**src/rtl/uart_pkg.sv**
```systemverilog
`default_nettype none
// ============================================================================
// Module : uart_pkg
// Brief  : Shared UART definitions: FSM state encoding, oversampling ratio,
//          data-bit count and the baud divider calculation. Shared by the
//          receiver and the transmitter.
// Rev    : 1.0  initial release
// ============================================================================
// Contents:
//   OVERSAMPLE    - oversample ticks per bit period (16)
//   DATA_BITS     - payload bits per frame (8)
//   OS_CNT_W      - width of an oversample tick counter
//   BIT_CNT_W     - width of a data-bit index counter
//   uart_state_t  - receiver FSM state type
//   c_ST_*        - receiver FSM state encodings
//   calc_div()    - clocks per oversample tick
// ============================================================================
package uart_pkg;

  localparam int unsigned OVERSAMPLE = 16;
  localparam int unsigned DATA_BITS  = 8;

  localparam int unsigned OS_CNT_W   = $clog2(OVERSAMPLE);
  localparam int unsigned BIT_CNT_W  = $clog2(DATA_BITS);

  typedef logic [2:0] uart_state_t;

  localparam logic [2:0] c_ST_IDLE      = 3'd0;
  localparam logic [2:0] c_ST_START     = 3'd1;
  localparam logic [2:0] c_ST_DATA      = 3'd2;
  localparam logic [2:0] c_ST_STOP      = 3'd3;
  localparam logic [2:0] c_ST_WAIT_IDLE = 3'd4;

  // Clocks per oversample tick, truncated. Clamped to 1 so a nonsensical
  // parameter pair still yields a working (if wrong-rate) counter.
  function automatic int unsigned calc_div(input int unsigned clk_hz,
                                           input int unsigned baud);
    int unsigned v_div;
    if (baud == 0) begin
      v_div = 1;
    end else begin
      v_div = clk_hz / (baud * OVERSAMPLE);
    end
    if (v_div < 1) begin
      v_div = 1;
    end
    return v_div;
  endfunction

endpackage : uart_pkg
`default_nettype wire

```
**src/rtl/uart_baud_tick.sv**
```systemverilog
`default_nettype none
// ============================================================================
// Module : uart_baud_tick
// Brief  : Oversample tick generator. Pulses 'tick' for one clock every
//          DIV = CLOCK_FREQUENCY/(BAUD_RATE*16) clocks. The counter wraps
//          from DIV-1 to 0 and is held at 0 while 'clear' is high, so the
//          first tick after 'clear' drops arrives exactly DIV clocks later.
// Rev    : 1.0  initial release
// ============================================================================
// Ports:
//   clock  in  1  system clock, rising edge
//   reset  in  1  synchronous active-high reset
//   clear  in  1  hold counter at 0 (phase-align to an external event)
//   tick   out 1  one-cycle oversample strobe
// ============================================================================
module uart_baud_tick
  import uart_pkg::*;
#(
  parameter int unsigned CLOCK_FREQUENCY = 50000000,
  parameter int unsigned BAUD_RATE       = 9600
) (
  input  logic clock,
  input  logic reset,
  input  logic clear,
  output logic tick
);

  localparam int unsigned c_DIV   = calc_div(CLOCK_FREQUENCY, BAUD_RATE);
  localparam int unsigned c_CNT_W = (c_DIV > 1) ? $clog2(c_DIV) : 1;
  localparam logic [c_CNT_W-1:0] c_LAST = c_CNT_W'(c_DIV - 1);
  localparam logic [c_CNT_W-1:0] c_ONE  = c_CNT_W'(1);

  logic [c_CNT_W-1:0] r_cnt;
  logic               w_at_last;

  assign w_at_last = (r_cnt == c_LAST);

  always_ff @(posedge clock) begin
    if (reset || clear) begin
      r_cnt <= '0;
    end else if (w_at_last) begin
      r_cnt <= '0;
    end else begin
      r_cnt <= r_cnt + c_ONE;
    end
  end

  // Combinational strobe: the consumer sees it in the same cycle the counter
  // wraps, keeping the tick and the wrap in lock-step.
  assign tick = w_at_last;

endmodule : uart_baud_tick
`default_nettype wire

```
**src/rtl/uart_rx.sv**
```systemverilog
`default_nettype none
// ============================================================================
// Module : uart_rx
// Brief  : 8N1 UART receiver with 16x oversampling. The line is brought into
//          the clock domain by a 2-flop synchroniser, the start bit is
//          validated at its midpoint, and each data/stop bit is then sampled
//          16 ticks later (mid-bit). A good stop bit updates rx_data_out and
//          pulses rx_valid; a low stop bit pulses rx_frame_error and the
//          receiver waits for the line to return high before re-arming.
// Rev    : 1.0  initial release
// ============================================================================
// Ports:
//   clock           in  1  system clock, rising edge
//   reset           in  1  synchronous active-high reset
//   serial_rx       in  1  asynchronous serial line, idle high
//   rx_data_out     out 8  last correctly received byte
//   rx_valid        out 1  one-cycle pulse: rx_data_out newly updated
//   rx_frame_error  out 1  one-cycle pulse: stop bit sampled low
//   rx_busy         out 1  high whenever the FSM is not in IDLE
// ============================================================================
module uart_rx
  import uart_pkg::*;
#(
  parameter int unsigned CLOCK_FREQUENCY = 50000000,
  parameter int unsigned BAUD_RATE       = 9600
) (
  input  logic                 clock,
  input  logic                 reset,
  input  logic                 serial_rx,
  output logic [DATA_BITS-1:0] rx_data_out,
  output logic                 rx_valid,
  output logic                 rx_frame_error,
  output logic                 rx_busy
);

  // Start bit is checked on the 8th tick (index 7), data/stop on the 16th.
  localparam logic [OS_CNT_W-1:0]  c_OS_MID  = OS_CNT_W'(OVERSAMPLE / 2 - 1);
  localparam logic [OS_CNT_W-1:0]  c_OS_LAST = OS_CNT_W'(OVERSAMPLE - 1);
  localparam logic [OS_CNT_W-1:0]  c_OS_ONE  = OS_CNT_W'(1);
  localparam logic [BIT_CNT_W-1:0] c_BIT_LAST = BIT_CNT_W'(DATA_BITS - 1);
  localparam logic [BIT_CNT_W-1:0] c_BIT_ONE  = BIT_CNT_W'(1);

  // --------------------------------------------------------------------------
  // Input synchroniser. Resets to the idle level so that reset release never
  // looks like a start bit.
  // --------------------------------------------------------------------------
  logic r_sync1;
  logic r_sync2;
  logic w_rx;

  always_ff @(posedge clock) begin
    if (reset) begin
      r_sync1 <= 1'b1;
      r_sync2 <= 1'b1;
    end else begin
      r_sync1 <= serial_rx;
      r_sync2 <= r_sync1;
    end
  end

  assign w_rx = r_sync2;

  // --------------------------------------------------------------------------
  // Oversample tick. Held at 0 while idle so the tick phase is referenced to
  // the detected start edge.
  // --------------------------------------------------------------------------
  uart_state_t r_state;
  logic        w_tick;
  logic        w_tick_clear;

  assign w_tick_clear = (r_state == c_ST_IDLE);

  uart_baud_tick #(
    .CLOCK_FREQUENCY (CLOCK_FREQUENCY),
    .BAUD_RATE       (BAUD_RATE)
  ) u_baud_tick (
    .clock (clock),
    .reset (reset),
    .clear (w_tick_clear),
    .tick  (w_tick)
  );

  // --------------------------------------------------------------------------
  // Receive FSM
  // --------------------------------------------------------------------------
  logic [OS_CNT_W-1:0]  r_os_cnt;
  logic [BIT_CNT_W-1:0] r_bit_cnt;
  logic [DATA_BITS-1:0] r_shift;
  logic [DATA_BITS-1:0] r_data;
  logic                 r_valid;
  logic                 r_ferr;
  logic                 w_os_mid;
  logic                 w_os_last;

  assign w_os_mid  = w_tick && (r_os_cnt == c_OS_MID);
  assign w_os_last = w_tick && (r_os_cnt == c_OS_LAST);

  always_ff @(posedge clock) begin
    if (reset) begin
      r_state   <= c_ST_IDLE;
      r_os_cnt  <= '0;
      r_bit_cnt <= '0;
      r_shift   <= '0;
      r_data    <= '0;
      r_valid   <= 1'b0;
      r_ferr    <= 1'b0;
    end else begin
      // Status strobes are single-cycle by construction: cleared every cycle
      // and set only on the one edge that leaves STOP.
      r_valid <= 1'b0;
      r_ferr  <= 1'b0;

      case (r_state)
        c_ST_IDLE: begin
          r_os_cnt  <= '0;
          r_bit_cnt <= '0;
          if (!w_rx) begin
            r_state <= c_ST_START;
          end
        end

        c_ST_START: begin
          if (w_os_mid) begin
            // Mid-start re-check rejects short glitches. The baud counter
            // wraps on this same edge, so clearing the tick index re-centres
            // all later samples on bit midpoints.
            r_os_cnt <= '0;
            if (w_rx) begin
              r_state <= c_ST_IDLE;
            end else begin
              r_state <= c_ST_DATA;
            end
          end else if (w_tick) begin
            r_os_cnt <= r_os_cnt + c_OS_ONE;
          end
        end

        c_ST_DATA: begin
          if (w_os_last) begin
            r_os_cnt <= '0;
            // LSB arrives first, so shift in from the top.
            r_shift  <= {w_rx, r_shift[DATA_BITS-1:1]};
            if (r_bit_cnt == c_BIT_LAST) begin
              r_bit_cnt <= '0;
              r_state   <= c_ST_STOP;
            end else begin
              r_bit_cnt <= r_bit_cnt + c_BIT_ONE;
            end
          end else if (w_tick) begin
            r_os_cnt <= r_os_cnt + c_OS_ONE;
          end
        end

        c_ST_STOP: begin
          if (w_os_last) begin
            r_os_cnt <= '0;
            if (w_rx) begin
              // Returning to IDLE half a bit early lets a back-to-back start
              // edge be caught on the first idle cycle.
              r_data  <= r_shift;
              r_valid <= 1'b1;
              r_state <= c_ST_IDLE;
            end else begin
              r_ferr  <= 1'b1;
              r_state <= c_ST_WAIT_IDLE;
            end
          end else if (w_tick) begin
            r_os_cnt <= r_os_cnt + c_OS_ONE;
          end
        end

        c_ST_WAIT_IDLE: begin
          // Break / framing fault: re-arm only once the line is released.
          if (w_rx) begin
            r_state <= c_ST_IDLE;
          end
        end

        default: begin
          r_state <= c_ST_IDLE;
        end
      endcase
    end
  end

  assign rx_data_out    = r_data;
  assign rx_valid       = r_valid;
  assign rx_frame_error = r_ferr;
  // Decoded from the registered state, so it drops on the same edge that
  // raises rx_valid.
  assign rx_busy        = (r_state != c_ST_IDLE);

endmodule : uart_rx
`default_nettype wire

```
**config.mk**
```make
export PLATFORM = sky130hd
export DESIGN_NAME = uart_rx
export DESIGN_NICKNAME = d
export VERILOG_FILES = /design/src/rtl/uart_pkg.sv /design/src/rtl/uart_baud_tick.sv /design/src/rtl/uart_rx.sv
export SDC_FILE = /design/constraint.sdc
export NUM_CORES = 1
export LEC_CHECK = 0
export CAP_MARGIN = 20
export CORE_MARGIN = 1
export CORE_UTILIZATION = 45
export DETAILED_ROUTE_END_ITERATION = 8
export GPL_TIMING_DRIVEN = 0
export PLACE_DENSITY = 0.65
export SYNTH_ARGS = -nofsm -noshare
export SYNTH_HDL_FRONTEND = slang
export SYNTH_HIERARCHICAL = 1
export SYNTH_SLANG_ARGS = --single-unit
export TNS_END_PERCENT = 30
```
**constraint.sdc**
```tcl
create_clock -name clock -period 2.1 [get_ports clock]
set_input_delay 0.42 -clock clock [delete_from_list [all_inputs] [get_ports clock]]
set_output_delay 0.42 -clock clock [all_outputs]
set_load 0.02 [all_outputs]
```
==> metrics.md <==
| Metric | Value |
|---|---|
| Status | finished clean |
| Overall power | 1.44 mW |
| DR pass1 iterations | 4 |
| Worst rel slew slack | 61.2% |
| Internal | 1.12 mW |
| Switching Share | 22.6% |
| Total die area | 4370 um2 |
| Final hold vios | 0 |
| Worst min path class | reg -> reg |
| Final hold slack | 0.430 ns |
| Worst EP arrival | 1.60 ns |
| Worst Path Required | 1.68 ns |
| Drt wl/cell | 15.3 um |
| Share of layout cells above drive strength 1 | 15.0% |
| Vias in the first global route | 1562 |
| CTS max path bufs | 2 |
| TritonCTS buffer count | 5 |
| Clk_lat worst skew | 0.30 ns |
| Floorplan row count | 22 |
| Reg-to-Reg End | r_bit_cnt[2] |
| Initial Utilization | 48.7% |
| Mean Syn Cell Area | 8.85 um2 |
| Gr usage total | 22.3% |
| CP Buf/Inv Count | 3 |
| Yosys Warn Count | 6 |
| Slowest stage cell, crit path | dfxtp_1 |
| R2R Setup Slk | 0.11 ns |
| Sw Pwr | 327 uW |
| Top Family by Delay on Critical Path | buffers and inverters |
| First-pass GRT wire length | 7.25 mm |
| Slowest Stage Delay on Critical Path | 0.36 ns |
| RSZ-0062 raised after global routing | false |
| Final cell count without fillers | 281 |
| Root buffer cell | clkbuf_8 |
| Pwr Density | 657 nW/um2 |
| Crit-path max FO | 10 |
| Asr flop ratio synth | 0% |
| Final GP Congestion | 0.823 |
| Overflow after GRT | 0 |
| Seq cells post-synth | 39 |
| Flop pwr share | 51.7% |
| WHS Path Cells | 1 |
| DP Area | 2040 um2 |
| R2r worst-path depth | 7 |
| Logic pwr share | 3.8% |
| Final nets | 240 |
| Vert. Die Dim | 66.1 um |
| Chip width | 66.1 um |
| Tmin final | 2.02 ns |
| CTS sink count | 39 |
| IO Pins | 14 |
| Startpoint Class | flop |
| Initial antenna violation count | 0 |
| Core area | 3800 um2 |
| Cell mode on critical path | buf_6 |
| DRC Markers | 0 |
| Hold path start | r_sync1 |
| Least-Margin Pin Slew | 0.581 ns |
| MaxCap Viol Count | 0 |
| Starting DRT DRC Count | 95 |
| Hold EP | r_sync2 |
| Layout Skew | 0.00594 ns |
| Synthesized area | 1850 um2 |
| Post-synth EDFFs | 0 |
| Fin crit share | 96.2% |
| Via Count | 1637 |
| CTS tree | done |
| Port Buf Inserts | 13 |
| Cell count after synthesis | 209 |
| Clock Power Share | 44.5% |
| FMAX | 495 MHz |
| Layout area overhead | 18.8% |
| Setup Crit Path Kind | reg -> out |
| Worst-path clk slew | 0.08 ns |
| Setup Viol. Count Final | 0 |
| Fin util | 57.8% |
| Synth Flop Type | dfxtp_1 |
| # diodes | 0 |
| Static Leakage | 0.716 nW |
| HPWL Detailed | 2.91 mm |
| H-tree Lvls | 2 |
| Drt total wl | 4.29 mm |
| Design area | 2200 um2 |
| Mapped Nets | 217 |
| IR drop worst, VDD | 0.441 mV |
| Library cells used by synthesis | 46 |
| Reg-to-Reg Start | u_baud_tick/r_cnt[3] |
| Worst-path cell chain | buf_6, nor2_2, buf_6, nand2_1, dlygate4sd2_1 |
| Placed cells | 270 |
| Register area share after synthesis | 42.2% |
| Mean number of vias per cell | 5.83 |
| Detail Route Antenna Nets | 0 |
| Crit end category | output pin |
| Largest net degree at the start of global routing | 14 |
| Slew Viols, Final | 0 |
[power by group through the flow]
stage | logic [mW] | registers [mW] | clock network [mW]
2_1_floorplan | 0.0353 | 0.762 | 0
3_3_place_gp | 0.0509 | 0.763 | 0
3_5_place_dp | 0.0532 | 0.763 | 0
4_1_cts | 0.0537 | 0.746 | 0.646
5_1_grt | 0.0604 | 0.747 | 0.685
6_report | 0.0553 | 0.746 | 0.643
[worst register-to-register path: stages (launching register included)]
cell and delay [ns]:
dfxtp_1 0.37, nand4bb_1 0.36, nor4_4 0.26, buf_6 0.18, and4_2 0.24, buf_4 0.18
nand4_1 0.12, o22ai_1 0.20
[layout make-up]
cell class / count / area (um2)
Tap cell: 48 / 60.1
Fill cell: 336 / 1600
Timing Repair Buffer: 16 / 151
Sequential cell: 39 / 781
Clock buffer: 5 / 68.8
Clock inverter: 3 / 43.8
Multi-Input combinational cell: 144 / 930
Buffer: 18 / 133
Inverter: 8 / 30.0
[layer usage]
| layer | vias to the layer above | track usage (%) | routed length, um |
|---|---|---|---|
| met1 | 776 | 27.0 | 1910 |
| li1 | 814 | - | - |
| met2 | 42 | 38.0 | 2130 |
| met3 | 5 | 4.83 | 204 |
| met5 | - | 0 | 0 |
| met4 | 0 | 8.51 | 50 |
[how the worst max path moves through the flow]
stage / slack [ns] / depth (start not counted) / startpoint / endpoint
after floorplan: 0.26 / 8 / u_baud_tick/r_cnt[0] / r_os_cnt[3]
after global placement: -0.12 / 7 / u_baud_tick/r_cnt[0] / r_bit_cnt[1]
after detailed placement: -0.21 / 5 / u_baud_tick/r_cnt[2] / r_bit_cnt[2]
after CTS: 0.06 / 5 / r_state[2] / rx_busy
after global routing: 0.03 / 5 / r_state[2] / rx_busy
final: 0.08 / 5 / r_state[2] / rx_busy
[registers in the layout, indices dropped and copies added, names as in the netlist]
name               flops
rx_data_out            8
rx_frame_error         1
r_os_cnt               4
rx_valid               1
u_baud_tick/r_cnt      9
r_sync2                1
r_sync1                1
r_bit_cnt              3
r_state                3
r_shift                8
[placed cells by master, fill, tap and decap left out, drive strengths merged, types with 3 or more instances in the layout]
cell type / count
nor2: 11
buf: 15
nand4: 22
or3: 6
inv: 8
ha: 5
nand3: 7
nand2b: 3
or2: 3
nand2: 9
a21oi: 23
clkdlybuf4s50: 12
o21ai: 22
dfxtp: 39
clkbuf: 11
[per-stage QoR]
stage          setup WS [ns]  TNS (ns)
2_1_floorplan          0.265         0
3_3_place_gp          -0.124     -1.14
3_5_place_dp          -0.212     -1.76
4_1_cts               0.0645         0
5_1_grt               0.0263         0
6_report              0.0797         0
[Yosys cell counts (2+ instances only)]
library cell | instances | area [um2]
nor4b_1 | 2 | 17.5
o21ai_0 | 22 | 110
buf_4 | 4 | 30.0
nor2_1 | 11 | 41.3
nand2_1 | 8 | 30.0
inv_1 | 8 | 30.0
nand4_1 | 22 | 138
nand4b_1 | 2 | 17.5
nand3_1 | 7 | 35.0
nor4_1 | 2 | 12.5
buf_2 | 2 | 10.0
a22o_1 | 2 | 17.5
o22ai_1 | 2 | 12.5
or3_1 | 6 | 37.5
dfxtp_1 | 39 | 781
xor2_1 | 2 | 17.5
xnor2_1 | 2 | 17.5
or2_2 | 2 | 12.5
clkbuf_2 | 3 | 15.0
buf_6 | 5 | 56.3
ha_1 | 5 | 62.6
clkbuf_1 | 3 | 11.3
nand2b_1 | 3 | 18.8
a21oi_1 | 23 | 115
[cell families after synthesis]
group                    count (synthesis)  synth area share (%)
AND/OR/NAND/NOR                         75                  23.7
buffers and inverters                   26                  8.46
adder cells (fa/ha/maj)                  5                  3.38
XOR/XNOR                                 4                  1.89
AO/OA/AOI/OAI                           60                  20.4
flip-flops                              39                  42.2
[timing repair]
item | CTS | global route
pin swaps | 1 | 0
endpoints found under the hold margin | 0 | 0
setup endpoints to repair | 14 | 5
buffers inserted | 3 | 0
gates resized for setup | 5 | 2
hold buffers | 0 | 0
Note: power is estimated with default switching activity, not from simulation.
